**config.mk**
```make
export PLATFORM = sky130hd
export DESIGN_NAME = gpio_debounce_enc
export DESIGN_NICKNAME = d
export VERILOG_FILES = /design/src/rtl/gpio_debounce_enc.sv
export SDC_FILE = /design/constraint.sdc
export NUM_CORES = 1
export LEC_CHECK = 0
export ABC_AREA = 1
export CAP_MARGIN = 40
export CORE_MARGIN = 5
export CORE_UTILIZATION = 48
export CTS_BUF_LIST = sky130_fd_sc_hd__clkbuf_8
export DETAILED_ROUTE_END_ITERATION = 8
export PLACE_DENSITY = 0.78
export SLEW_MARGIN = 20
export SYNTH_ARGS = -nofsm -noshare
export SYNTH_HDL_FRONTEND = slang
export SYNTH_SLANG_ARGS = --single-unit
```
**constraint.sdc**
```tcl
create_clock -name clk -period 1.69 [get_ports clk]
set_clock_uncertainty 0.15 [all_clocks]
set_input_delay 0.507 -clock clk [delete_from_list [all_inputs] [get_ports clk]]
set_output_delay 0.507 -clock clk [all_outputs]
set_load 0.03 [all_outputs]
```
**src/rtl/gpio_debounce_enc.sv**
```systemverilog
// Debounces N_IN active-high buttons, reports the lowest pressed key and emits
// press/release (plus optional auto-repeat) events through a one-deep handshake slot.
module gpio_debounce_enc #(
    parameter int unsigned N_IN          = 4,
    parameter int unsigned TICK_DIV      = 50000,
    parameter int unsigned DEB_SAMPLES   = 4,
    parameter int unsigned REPEAT_TICKS  = 250,
    localparam int unsigned CODE_W       = $clog2(N_IN + 1)
) (
    input  logic              clk,
    input  logic              reset,
    input  logic [N_IN-1:0]   inuser,
    input  logic              repeat_en,
    input  logic              evt_ready,
    input  logic              clear,
    output logic [N_IN-1:0]   db_state,
    output logic [CODE_W-1:0] key_code,
    output logic              evt_valid,
    output logic [CODE_W-1:0] evt_code,
    output logic              evt_release,
    output logic              overflow
);

    localparam int unsigned TICK_W = (TICK_DIV > 1) ? $clog2(TICK_DIV) : 1;
    localparam int unsigned DEB_W  = (DEB_SAMPLES > 1) ? $clog2(DEB_SAMPLES) : 1;
    localparam int unsigned REP_W  = (REPEAT_TICKS > 1) ? $clog2(REPEAT_TICKS) : 1;

    logic [TICK_W-1:0] tick_cnt;
    logic              tick;

    logic [N_IN-1:0]   sync_meta;
    logic [N_IN-1:0]   sync_q;

    logic [DEB_W-1:0]  deb_cnt [N_IN];
    logic [N_IN-1:0]   deb_accept;
    logic [N_IN-1:0]   rise;
    logic [N_IN-1:0]   fall;

    logic [CODE_W-1:0] key_prev;
    logic [REP_W-1:0]  rep_cnt;
    logic              rep_hold;
    logic              rep_fire;
    logic [N_IN-1:0]   rep_set;

    logic [N_IN-1:0]   press_pend;
    logic [N_IN-1:0]   rel_pend;
    logic [N_IN-1:0]   press_set;
    logic [N_IN-1:0]   rel_set;
    logic [N_IN-1:0]   press_served;
    logic [N_IN-1:0]   rel_served;
    logic              load;
    logic              sel_found;
    logic [CODE_W-1:0] sel_code;
    logic              sel_release;
    logic              ovf_c;

    // Free-running sample-tick divider
    assign tick = (tick_cnt == TICK_W'(TICK_DIV - 1));

    always_ff @(posedge clk) begin
        if (reset) begin
            tick_cnt <= '0;
        end else if (tick) begin
            tick_cnt <= '0;
        end else begin
            tick_cnt <= tick_cnt + TICK_W'(1);
        end
    end

    // Two-flop synchronizer on the raw button levels
    always_ff @(posedge clk) begin
        if (reset) begin
            sync_meta <= '0;
            sync_q    <= '0;
        end else begin
            sync_meta <= inuser;
            sync_q    <= sync_meta;
        end
    end

    // A change is accepted on the DEB_SAMPLES-th consecutive disagreeing tick
    always_comb begin
        deb_accept = '0;
        for (int i = 0; i < N_IN; i++) begin
            deb_accept[i] = tick && (sync_q[i] != db_state[i])
                            && (deb_cnt[i] == DEB_W'(DEB_SAMPLES - 1));
        end
    end

    assign rise = deb_accept & sync_q;
    assign fall = deb_accept & ~sync_q;

    always_ff @(posedge clk) begin
        if (reset) begin
            db_state <= '0;
            for (int i = 0; i < N_IN; i++) begin
                deb_cnt[i] <= '0;
            end
        end else if (tick) begin
            for (int i = 0; i < N_IN; i++) begin
                if (sync_q[i] == db_state[i]) begin
                    deb_cnt[i] <= '0;
                end else if (deb_accept[i]) begin
                    deb_cnt[i]  <= '0;
                    db_state[i] <= sync_q[i];
                end else begin
                    deb_cnt[i] <= deb_cnt[i] + DEB_W'(1);
                end
            end
        end
    end

    // Lowest-index pressed button wins
    always_comb begin
        key_code = '0;
        for (int i = int'(N_IN) - 1; i >= 0; i--) begin
            if (db_state[i]) begin
                key_code = CODE_W'(i + 1);
            end
        end
    end

    // Auto-repeat: only counts while the same key stays down
    assign rep_hold = repeat_en && (key_code != '0) && (key_code == key_prev);
    assign rep_fire = rep_hold && tick && (rep_cnt == REP_W'(REPEAT_TICKS - 1));

    always_ff @(posedge clk) begin
        if (reset) begin
            key_prev <= '0;
            rep_cnt  <= '0;
        end else begin
            key_prev <= key_code;
            if (!rep_hold) begin
                rep_cnt <= '0;
            end else if (tick) begin
                rep_cnt <= rep_fire ? '0 : rep_cnt + REP_W'(1);
            end
        end
    end

    always_comb begin
        rep_set = '0;
        for (int i = 0; i < N_IN; i++) begin
            rep_set[i] = rep_fire && (key_code == CODE_W'(i + 1));
        end
    end

    assign press_set = rise | rep_set;
    assign rel_set   = fall;
    assign load      = !evt_valid || evt_ready;

    // Slot arbitration: lowest channel first, press before release
    always_comb begin
        sel_found    = 1'b0;
        sel_code     = '0;
        sel_release  = 1'b0;
        press_served = '0;
        rel_served   = '0;
        for (int i = int'(N_IN) - 1; i >= 0; i--) begin
            if (press_pend[i] || rel_pend[i]) begin
                sel_found   = 1'b1;
                sel_code    = CODE_W'(i + 1);
                sel_release = !press_pend[i];
            end
        end
        for (int i = 0; i < N_IN; i++) begin
            if (load && sel_found && (sel_code == CODE_W'(i + 1))) begin
                press_served[i] = press_pend[i];
                rel_served[i]   = !press_pend[i];
            end
        end
    end

    // Re-setting a flag that is still pending (and not being served) loses an event
    assign ovf_c = |((press_set & press_pend & ~press_served)
                   | (rel_set & rel_pend & ~rel_served));

    always_ff @(posedge clk) begin
        if (reset) begin
            press_pend <= '0;
            rel_pend   <= '0;
            overflow   <= 1'b0;
        end else begin
            press_pend <= (press_pend & ~press_served) | press_set;
            rel_pend   <= (rel_pend & ~rel_served) | rel_set;
            overflow   <= ovf_c || (overflow && !clear);
        end
    end

    always_ff @(posedge clk) begin
        if (reset) begin
            evt_valid   <= 1'b0;
            evt_code    <= '0;
            evt_release <= 1'b0;
        end else if (load) begin
            evt_valid <= sel_found;
            if (sel_found) begin
                evt_code    <= sel_code;
                evt_release <= sel_release;
            end
        end
    end

endmodule

```
==> run metrics <==
most used cell, CP=nor2_1; most instantiated cells after synthesis=inv_1 (68), nand2_1 (65), nor2_1 (57); final slew viol count=0; FMAX=0.5233 GHz; CP arrival=2.05 ns; count leader, synth=inv_1; final worst slack=-0.2210 ns; Critical Path End Type=flop; Clk pin slew, worst setup/hold paths=0.07 ns; sequential share of power=0.466; Worst Hold Class=flop to flop; total routed wirelength=9.344 mm; final setup violation count=36; distinct cell type count after synthesis=37; failing checks=setup timing; post-DP HPWL=5.013 mm; IO Port Bufs=21; Synth Register Bits=61; antenna violations before repair=0; total power=3.225 mW; Vias=3198; CTS Sinks=61; P_sw=0.7022 mW; Net Sw Frac=0.2177; Pint=2.523 mW; antenna-violating nets left=0; vias per cell=5.495; Final Cycle Share=1.131; TritonRoute pass-1 iters=5; final cell count without fillers=582; Pwr Density=708.2 nW/um^2; DP Cell Count=543; Ys Warns=0; Worst Path Class, Setup=flop to flop; DR DRC count=0; Util after Layout=0.7647; Avg Synthesized Cell Area=7.472 sq um; Core Area=5956 sq um; Die W=88.52 microns; die area=7835 sq um; drt first-iter violations=246; Clock Latency Late Sink=0.35 ns; share of cells above drive strength 1=0.4083; Die H=88.52 microns; largest net degree at the start of global routing=23; Logic pwr share=0.045; CP Launch Type=flop; total grt overflow=0; Slew Limit Headroom=0.6033; # IOs=22; hold_ws=0.2568 ns; Hold Path Depth=2; ant diodes=0; Synth Cell Area=2959 sq um; post-layout min period=1.911 ns; Total GRT Usage=0.2077; Layout area overhead=53.91%; Nets=518; top-area cell type share of the netlist area=0.3586; design area=4554 sq um; status=finished, violations left; Placer Congestion=0.8229; ys flop type=dfxtp_1; top post-synthesis cells by area=dfxtp_1 (36%), inv_1 (8.6%), nand2_1 (8.2%); CTS HTree Levels=3; worst path cell trace=inv_1, nor2_1, nand2_1, nor2_2, nand3_4, nor2_2, nand3_1, nand2_2, nand2_1, nand3_1, nor2_1, nor2_1; first-pass GRT wire length=12.75 mm; sequential area share after synthesis=0.4397; Clk pwr share=0.488; # rows=28; Leak=2.007 nW; Worst Max-Slew Pin Slew=0.5908 ns; Initial Util=0.4968; Synth area leader=dfxtp_1; TritonCTS Buffers=9; Post-Syn Nets=412; WP data required=1.83 ns; CTS tree=built; pre-CTS setup slack=-0.5126 ns; setup TNS=-3.018 ns; Final Hold Viols=0; Mapped Cells=396; Worst path max stage delay=0.33 ns; Placed Area=3766 sq um; Max Cap Viol=0; CP max FO=5; RSZ-0062 raised after global routing=yes; root buf cell=clkbuf_8; async set-reset flop share out of synthesis=0; routed length per instance=16.05 microns; R2R cell count=12; vias in the first global route=2915; EDFF count, synth=8; peak supply drop=0.6767 mV; slowest CP cell=dfxtp_2; CTS Buffer Depth=2
-- state kept, by name, indices dropped and copies added, names as in the netlist --
register and cells:
sync_q 4, rep_cnt 8, tick_cnt 16, evt_valid 1, db_state 4, evt_release 1, sync_meta 4, overflow 1
rel_pend 4, key_prev 3, deb_cnt 8, press_pend 4, evt_code 3
-- cell families (layout without fill, tap and decap cells) --
logic type	Yosys count	in the layout	synth area share
flops	61	61	0.4397
compound gates	47	47	0.09218
fa+ha+maj	7	7	0.02960
simple gates	195	195	0.3125
xor+xnor	8	8	0.02368
buf+inv	78	189	0.1023
-- power by group through the flow --
stage | clock [mW] | sequential (mW) | combinational, mW
after detailed placement | 0 | 1.54 | 0.116
final | 1.58 | 1.50 | 0.146
after floorplan | 0 | 1.53 | 0.0632
after CTS | 1.58 | 1.50 | 0.128
after global placement | 0 | 1.54 | 0.112
after global routing | 1.67 | 1.51 | 0.158
-- timing repair --
action,4_1_cts,5_1_grt
gates cloned,0,0
pin swaps,17,29
hold buffers,0,0
gates resized for setup,56,67
buffers inserted,12,11
endpoints found under the setup margin,42,45
-- worst max-delay path: cells and delay by family, from the launching register on --
kind          cells  cell delay (ns)
flops             1             0.33
simple gates     11             1.32
buf+inv           1             0.05
-- final cells by class --
class,count,area [sq um]
multi-input cells,257,1742
flip-flops and latches,61,1323
fillers,370,1401
repair buffers,101,882.1
clock inverters,7,115.1
inverters,72,275.3
well taps,75,93.84
clock buffers,9,123.9
-- final timing paths --
kind                      from         to  slack, ns
setup / recovery   tick_cnt[9]   overflow      -0.22
hold / removal    sync_meta[3]  sync_q[3]       0.26
setup reg to reg   tick_cnt[9]   overflow      -0.22
hold reg to reg   sync_meta[3]  sync_q[3]       0.26
-- layer usage --
metal,wire length [microns],up-vias,track usage
met5,0,-,0
met3,608,43,0.04935
met1,3676,1507,0.2519
met4,409,0,0.08242
li1,-,1487,-
met2,4650,161,0.3549
-- cell usage in the layout, fill, tap and decap left out, types with 5 or more instances in the layout --
master           instances
buf_4                   69
inv_1                   63
nand2_1                 47
dfxtp_1                 44
nor2_1                  40
a21oi_1                 20
buf_6                   17
nand2_2                 16
nand3_1                 15
nor2_4                  13
nor2_2                  12
nand4_1                 10
clkbuf_8                 9
nand3_2                  8
edfxtp_1                 8
inv_2                    7
nand3_4                  7
o21ai_0                  7
clkdlybuf4s50_1          7
ha_1                     6
nor3_1                   5
dfxtp_2                  5
(Power assumes the default switching activity.)
